[config.mk]
export PLATFORM = sky130hd
export DESIGN_NAME = pool2_ctrl
export DESIGN_NICKNAME = d
export VERILOG_FILES = /design/src/rtl/lenet_pkg.sv /design/src/rtl/pool_max2x2.sv /design/src/rtl/pool2_ctrl.sv
export SDC_FILE = /design/constraint.sdc
export NUM_CORES = 1
export LEC_CHECK = 0
export CAP_MARGIN = 20
export CORE_MARGIN = 2
export CORE_UTILIZATION = 28
export DETAILED_ROUTE_END_ITERATION = 10
export GPL_TIMING_DRIVEN = 0
export MAX_ROUTING_LAYER = met4
export SLEW_MARGIN = 15
export SYNTH_ARGS = -nofsm -noshare
export SYNTH_HDL_FRONTEND = slang
export SYNTH_SLANG_ARGS = --single-unit
[constraint.sdc]
create_clock -name clk -period 5.92 [get_ports clk]
set_input_delay 1.184 -clock clk [delete_from_list [all_inputs] [get_ports clk]]
set_output_delay 1.184 -clock clk [all_outputs]
set_load 0.02 [all_outputs]
[src/rtl/lenet_pkg.sv]
// Shared LeNet definitions: layer sizes, data width and the pooling controller state encoding.
package lenet_pkg;

    localparam int unsigned DATA_W = 16;
    localparam int unsigned F4_W   = 10;
    localparam int unsigned F5_W   = 5;

    typedef enum logic [2:0] {
        StIdle = 3'b001,
        StRun  = 3'b010,
        StDone = 3'b100
    } pool_state_e;

endpackage

[src/rtl/pool_max2x2.sv]
// Registered signed running maximum over one 2x2 window; strobes a write after the last element.
module pool_max2x2 #(
    parameter int unsigned DATA_W = 16,
    parameter int unsigned AW     = 5
) (
    input  logic              clk,
    input  logic              rst_n,
    input  logic              i_vld,
    input  logic              i_first,
    input  logic              i_last,
    input  logic [AW-1:0]     i_addr,
    input  logic [DATA_W-1:0] i_data,
    output logic              o_wr_en,
    output logic [AW-1:0]     o_waddr,
    output logic [DATA_W-1:0] o_wdata
);

    logic signed [DATA_W-1:0] r_max;
    logic                     r_wr_en;
    logic [AW-1:0]            r_waddr;

    always_ff @(posedge clk or negedge rst_n) begin
        if (!rst_n) begin
            r_max   <= '0;
            r_wr_en <= 1'b0;
            r_waddr <= '0;
        end else begin
            // Strict compare: a tie leaves the held maximum untouched.
            if (i_vld && (i_first || ($signed(i_data) > r_max))) begin
                r_max <= i_data;
            end
            r_wr_en <= i_vld & i_last;
            if (i_vld && i_last) begin
                r_waddr <= i_addr;
            end
        end
    end

    assign o_wr_en = r_wr_en;
    assign o_waddr = r_waddr;
    assign o_wdata = r_max;

endmodule

[src/rtl/pool2_ctrl.sv]
// 2x2 stride-2 max pooling of F4 into F5: window counters, address pipeline, tag delay lines.
module pool2_ctrl
    import lenet_pkg::*;
#(
    parameter int unsigned DATA_W = lenet_pkg::DATA_W,
    parameter int unsigned IN_W   = F4_W,
    parameter int unsigned F4_AW  = 7,
    parameter int unsigned F5_AW  = 5,
    parameter int unsigned RD_LAT = 2
) (
    input  logic              clk,
    input  logic              rst_n,
    input  logic              pool2_start,
    output logic [F4_AW-1:0]  f4_raddr,
    output logic              f4_rd_en,
    input  logic [DATA_W-1:0] f4_rdata,
    output logic [F5_AW-1:0]  f5_waddr,
    output logic [DATA_W-1:0] f5_wdata,
    output logic              f5_wr_en,
    output logic              pool2_done
);

    localparam int unsigned   OUT_W = IN_W / 2;
    localparam int unsigned   CW    = (OUT_W > 1) ? $clog2(OUT_W) : 1;
    localparam logic [CW-1:0] CMAX  = CW'(OUT_W - 1);

    typedef struct packed {
        logic             vld;
        logic             first;
        logic             last;
        logic [F5_AW-1:0] oaddr;
    } tag_t;

    pool_state_e      r_state;
    logic             r_c0;
    logic             r_c1;
    logic [CW-1:0]    r_c2;
    logic [CW-1:0]    r_c3;
    logic             w_run;
    logic             w_last_cnt;
    logic [F5_AW-1:0] w_oaddr;

    assign w_run      = (r_state == StRun);
    assign w_last_cnt = r_c0 & r_c1 & (r_c2 == CMAX) & (r_c3 == CMAX);
    assign w_oaddr    = F5_AW'(OUT_W) * F5_AW'(r_c3) + F5_AW'(r_c2);

    always_ff @(posedge clk or negedge rst_n) begin
        if (!rst_n) begin
            r_state <= StIdle;
            r_c0    <= 1'b0;
            r_c1    <= 1'b0;
            r_c2    <= '0;
            r_c3    <= '0;
        end else begin
            unique case (r_state)
                StIdle: begin
                    if (pool2_start) begin
                        r_state <= StRun;
                    end
                end
                StRun: begin
                    r_c0 <= ~r_c0;
                    if (r_c0) begin
                        r_c1 <= ~r_c1;
                        if (r_c1) begin
                            r_c2 <= (r_c2 == CMAX) ? '0 : r_c2 + CW'(1);
                            if (r_c2 == CMAX) begin
                                r_c3 <= (r_c3 == CMAX) ? '0 : r_c3 + CW'(1);
                            end
                        end
                    end
                    if (w_last_cnt) begin
                        r_state <= StDone;
                    end
                end
                StDone:  r_state <= StIdle;
                default: r_state <= StIdle;
            endcase
        end
    end

    logic [F4_AW-1:0] r_s1_row;
    logic [F4_AW-1:0] r_s1_col;
    tag_t             r_s1_tag;
    logic [F4_AW-1:0] r_f4_raddr;
    tag_t             r_s2_tag;
    tag_t             r_dl [RD_LAT];
    logic [RD_LAT+2:0] r_done_dl;

    always_ff @(posedge clk or negedge rst_n) begin
        if (!rst_n) begin
            r_s1_row   <= '0;
            r_s1_col   <= '0;
            r_s1_tag   <= '0;
            r_f4_raddr <= '0;
            r_s2_tag   <= '0;
            r_done_dl  <= '0;
            for (int i = 0; i < int'(RD_LAT); i++) begin
                r_dl[i] <= '0;
            end
        end else begin
            r_s1_row       <= F4_AW'({r_c3, r_c1});
            r_s1_col       <= F4_AW'({r_c2, r_c0});
            r_s1_tag.vld   <= w_run;
            r_s1_tag.first <= ~r_c0 & ~r_c1;
            r_s1_tag.last  <= r_c0 & r_c1;
            r_s1_tag.oaddr <= w_oaddr;
            // row*IN_W as row*8 + row*2 for the 10-wide F4 map.
            r_f4_raddr <= (r_s1_row << 3) + (r_s1_row << 1) + r_s1_col;
            r_s2_tag   <= r_s1_tag;
            r_dl[0]    <= r_s2_tag;
            for (int i = 1; i < int'(RD_LAT); i++) begin
                r_dl[i] <= r_dl[i-1];
            end
            r_done_dl <= {r_done_dl[RD_LAT+1:0], (r_state == StDone)};
        end
    end

    tag_t w_tag_al;
    assign w_tag_al = r_dl[RD_LAT-1];

    pool_max2x2 #(
        .DATA_W (DATA_W),
        .AW     (F5_AW)
    ) u_max (
        .clk     (clk),
        .rst_n   (rst_n),
        .i_vld   (w_tag_al.vld),
        .i_first (w_tag_al.first),
        .i_last  (w_tag_al.last),
        .i_addr  (w_tag_al.oaddr),
        .i_data  (f4_rdata),
        .o_wr_en (f5_wr_en),
        .o_waddr (f5_waddr),
        .o_wdata (f5_wdata)
    );

    assign f4_raddr   = r_f4_raddr;
    assign f4_rd_en   = r_s2_tag.vld;
    assign pool2_done = r_done_dl[RD_LAT+2];

endmodule
==> results of run 1 <==
-- sequential cells by signal, indices dropped and copies added (netlist names), 4 cells and up --
register,cells
r_s1_col,4
r_s1_row,4
r_s1_tag,8
r_done_dl,5
r_s2_tag,7
f4_raddr,7
r_dl,16
u_max.o_wdata,16
u_max.o_waddr,5
-- cell families (layout without fill, tap and decap cells) --
logic type,Yosys count,after routing,synth area share [%]
DFF,85,85,61.3
AOI/OAI and AO/OA,28,28,5.12
buffers and inverters,25,91,3.17
xor gates and xnor gates,8,8,2.02
and+or+nand+nor,37,37,5.44
adders and majority gates,38,38,14.3
muxes,23,23,8.65
-- power groups by stage --
stage | sequential, mW | clock (mW) | combinational [mW]
after global routing | 0.592 | 0.628 | 0.120
final | 0.592 | 0.585 | 0.108
after detailed placement | 0.603 | 0 | 0.110
after global placement | 0.603 | 0 | 0.107
after floorplan | 0.609 | 0 | 0.0553
after CTS | 0.592 | 0.604 | 0.111
-- critical path: stages --
cell and delay, ns:
clkdlybuf4s50_1 0.44, ha_1 0.34, a41oi_1 0.21, o21ai_1 0.11, a2111oi_1 0.33, a21boi_2 0.23, mux2_4 0.37, buf_12 0.17
mux2_4 0.29
-- Yosys cell counts (all sizes together) --
cell     number  area [um2]
fa            3        60.1
nor3b         1        7.51
o311ai        1        8.76
nand2        13        48.8
nor2b         2        12.5
o21a          1        7.51
and3          1        6.26
nor2          8        30.0
dfstp         1        26.3
nor3          3        15.0
a21o          4        30.0
nand3b        1        7.51
nor4          1        12.5
a22o          1        8.76
mux2         23         300
or2b          1        7.51
xnor2         4        35.0
a21oi         9        45.0
nand2b        1        6.26
dfrtp        84        2100
inv          24        90.1
a21boi        1        11.3
nand4         3        25.0
a2111oi       1        10.0
buf           1        20.0
a41oi         1        8.76
o211ai        1        7.51
o21ai         8        40.0
xor2          4        35.0
nand3         2        10.0
ha           35         438
-- cell type report --
class                   instances  area, um2  share of cell area [%]
well taps                     168        210                    4.66
inverters                      24       90.1                    2.00
clock inverters                 7       87.6                    1.94
plain buffers                   1       20.0                   0.444
clock buffers                   9        225                    4.99
flip-flops and latches         85       2130                    47.2
multi-input cells             134       1230                    27.4
repair buffers                 50        515                    11.4
-- per-stage QoR --
stage | cells | total power, mW | util [%]
6_report | 478 | 1.29 | 37.4
2_1_floorplan | 244 | 0.664 | -
3_5_place_dp | 462 | 0.713 | 34.8
5_1_grt | 478 | 1.34 | 37.4
3_3_place_gp | 461 | 0.709 | 34.6
4_1_cts | 478 | 1.31 | 37.4
-- metal layers --
layer | global-route usage (%) | wire length, um
met5 | - | 0
met1 | 10.7 | 2420
met2 | 15.3 | 2780
met4 | 5.54 | 147
met3 | 3.00 | 321
-- worst paths after layout --
kind / start / to / slack, ns
setup reg to reg: u_max.o_wdata[7] / u_max.o_wdata[14] / 3.36
hold / removal: r_done_dl[3] / r_done_dl[4] / 0.35
min in group asynchronous: rst_n / u_max.o_waddr[2] / 0.75
max in group asynchronous: rst_n / r_s1_row[3] / 4.58
hold reg to reg: r_done_dl[3] / r_done_dl[4] / 0.35
setup / recovery: f4_rdata[7] / u_max.o_wdata[14] / 2.46
==> results.toml, run 1 <==
[clocking]
cts_tree = "yes"
cts_buffers = 9
insertion_delay_ns = 0.34
clk_pin_slew_ns = 0.06
postCtsHoldBufs = 0
cts_sinks = 85
cts.repair.resized = 0
cts.path.max_buffers = 2
cts_root_buf = "clkbuf_16"
postCtsSetupBuffers = 0
htree_levels = 3

[grt]
grt_max_degree = 60
grt_pass1_vias = 2048
grt_pass1_wl_um = 9480
antenna_found_initial = 0
track_usage_pct = 9.62
overflow = 0

[floorplanning]
die_area_um2 = 13300
rows = 40
die_y_um = 115
die_x_um = 115
core_area_um2 = 12100
start_util_pct = 28.8
io_pins = 50

[sta]
fmaxAchievable_mhz = 289
finalCriticalPeriod_ns = 3.46
hold_violations = 0
setup_tns_ns = 0
rsz0062_at_grt = "false"
finClkSkew_ns = 0.00423
worst_slack_ns = 2.46
slew-limit-headroom_pct = 74.9
timing.hold.ws_ns = 0.347
finalCritPeriodShare_pct = 58.5
setup_viol = 0
drv_slew = 0
worst_slew_pin_slew_ns = 0.375

[synthesis]
syn_area_um2 = 3470
netlist_instances = 244
synth_warnings = 0
ys_types = 34
syn-num-nets = 301
ys_seq_area_share_pct = 61.3
syn_avg_cell_area_um2 = 14.2
yosys_register_bits = 85

[worst_setup_path]
worstPathMaxFanout = 10
reg2reg_depth = 9
worstSetupPathType = "in2reg"
arrival_ns = 3.68
critPathCaptureType = "register"
critPathRequiredTime_ns = 6.14
cp-start-kind = "input port"

[worst_hold_path]
hold_depth = 0
hold_class = "reg2reg"

[finish]
area_growth_pct = 29.9
final_cell_mix = "dfrtp_1 (84), clkdlybuf4s50_1 (48), ha_1 (35)"
final_common_cell = "dfrtp_1"
final_nets = 362
antenna_cells = 0
drive_gt1_share_pct = 14.8
fin_area_um2 = 4510
fillers = 1149

[drt]
drtPass1Iterations = 4
drc = 0
wl_um = 5670
vias = 2019
wl_per_cell_um = 11.9
antenna_left = 0
via_per_inst = 4.22
drtIter0Drc = 87

[placement]
numPortBuffers = 49
detailed_place.area_um2 = 4200
hpwlAfterDp_um = 4090
gp_congestion = 0.739
post-place-ws_ns = 2.13

[power_and_ir_drop]
pwr-share-comb_pct = 8.4
seq_power_share_pct = 46.1
vdd.ir_drop.worst_mv = 0.134
power.leakage_nw = 2.13
power_frac_clock_pct = 45.5
p_sw_mw = 0.302
powerDensity_nw_per_um2 = 285
p_int_mw = 0.984
switching_share_pct = 23.5

[run]
cap_viol_max_count = 0

[status]
outcome = "completed"
(Power assumes the default switching activity.)
==> inputs of run 2 (changes only) <==
clock period = 2.9 ns   (was 5.92 ns; I/O delays follow)
==> run 2 against run 1 <==
Wire length is 0.94% higher. Cell count is 0.63% higher. Worst hold slack worse by 0.20 ns. Power is 100% higher. Register-to-register slack worse by 3.0 ns. Core utilization is 0.33 points higher. Cell area is 0.89% higher. Sequential cell count stayed put.
==> results.toml, run 2 (synthesis results as in run 1) <==
[sta]
worst_slew_pin_slew_ns = 0.375
slew-limit-headroom_pct = 74.9
finalCriticalPeriod_ns = 2.80
drv_slew = 0
finClkSkew_ns = 0.00394
setup_viol = 0
finalCritPeriodShare_pct = 96.7
hold_violations = 0
timing.hold.ws_ns = 0.151
fmaxAchievable_mhz = 357

[worst_setup_path]
critPathRequiredTime_ns = 3.12
arrival_ns = 3.03
worstPathMaxFanout = 10
reg2reg_slack_ns = 0.38
rr_startpoint = "u_max.o_wdata[7]"
cpMostUsedCell = "mux2_4"
worstSetupPathType = "in2reg"
crit_chain = "clkdlybuf4s50_1, ha_4, a41oi_1, o21ai_1, a2111oi_2, a21boi_2, mux2_4, buf_12, mux2_4"
reg2reg_depth = 9
cp-start-kind = "input port"
critPathCaptureType = "register"
slowest_delay_ns = 0.53
r2r-end = "u_max.o_wdata[14]"
cp_slowest_cell = "clkdlybuf4s50_1"

[finish]
final_common_cell = "dfrtp_1"
fin_area_um2 = 4550
antenna_cells = 0
area_growth_pct = 31.1
final_cell_mix = "dfrtp_1 (84), clkdlybuf4s50_1 (48), ha_1 (34)"
final_nets = 365
drive_gt1_share_pct = 16.3

[clocking]
postCtsHoldBufs = 0
cts_root_buf = "clkbuf_16"
cts.path.max_buffers = 2
htree_levels = 3
cts_buffers = 9
cts_tree = "yes"
insertion_delay_ns = 0.34
cts_sinks = 85
clk_pin_slew_ns = 0.06

[run]
cap_viol_max_count = 0

[grt]
grt_pass1_vias = 2048
antenna_found_initial = 0
grt_pass1_wl_um = 9480
overflow = 0
grt_max_degree = 60
track_usage_pct = 9.62

[drt]
drtIter0Drc = 78
drc = 0
via_per_inst = 4.21
wl_um = 5720
vias = 2023
drtPass1Iterations = 4
antenna_left = 0
wl_per_cell_um = 11.9

[power_and_ir_drop]
power_mw = 2.63
power.leakage_nw = 2.15
vdd.ir_drop.worst_mv = 0.273
powerDensity_nw_per_um2 = 579

[floorplanning]
die_area_um2 = 13300
start_util_pct = 28.8
die_y_um = 115
io_pins = 50
rows = 40
core_area_um2 = 12100
die_x_um = 115

[worst_hold_path]
hold_class = "in2async"

[status]
outcome = "completed"

[placement]
numPortBuffers = 49
detailed_place.area_um2 = 4200
hpwlAfterDp_um = 4090
gp_congestion = 0.739
run 2: metal layers:
| metal | GRT usage [%] | part of all wire (%) | vias to the layer above |
|---|---|---|---|
| li1 | - | - | 963 |
| met1 | 10.7 | 42 | 1006 |
| met2 | 15.3 | 50 | 41 |
| met3 | 3.00 | 5.7 | 13 |
| met4 | 5.54 | 2.6 | 0 |
| met5 | - | 0 | - |
run 2: report_power, final:
group	switching, mW	internal [mW]	leakage [nW]
registers	0.00929	1.20	1.00
logic	0.105	0.128	0.989
clock network	0.503	0.690	0.155
run 2: cell type report:
type | instances | area, um2
fillers | 1147 | 7510
flip-flops and latches | 85 | 2130
multi-input cells | 134 | 1250
repair buffers | 53 | 538
clock buffers | 9 | 225
well taps | 168 | 210
inverters | 24 | 90.1
clock inverters | 7 | 87.6
plain buffers | 1 | 20.0
run 2: worst max path at each step:
| stage | from | end | cells past startpoint |
|---|---|---|---|
| after CTS | f4_rdata[7] | u_max.o_wdata[8] | 9 |
| after detailed placement | f4_rdata[7] | u_max.o_wdata[14] | 9 |
| after floorplan | f4_rdata[7] | u_max.o_wdata[10] | 8 |
| final | f4_rdata[7] | u_max.o_wdata[14] | 9 |
| after global routing | f4_rdata[7] | u_max.o_wdata[8] | 9 |
| after global placement | rst_n | f4_raddr[6] | 1 |
run 2: stage by stage:
stage          setup WS, ns  instances  TNS (ns)  util (%)
3_5_place_dp         -0.290        462     -3.56      34.8
3_3_place_gp          -1.78        461   -153.50      34.6
2_1_floorplan         0.316        244         0         -
5_1_grt            -0.00934        481   -0.0456      37.7
4_1_cts              0.0415        478         0      37.4
6_report             0.0970        481         0      37.7
run 2: critical path, delay by kind of cell:
kind,cells,cell delay [ns]
compound gates,4,0.89
mux,2,0.64
buf+inv,2,0.69
fa+ha+maj,1,0.22
run 2: what timing repair did:
action	4_1_cts	5_1_grt
resized for setup	0	2
setup buffers	0	3
setup endpoints to repair	0	10
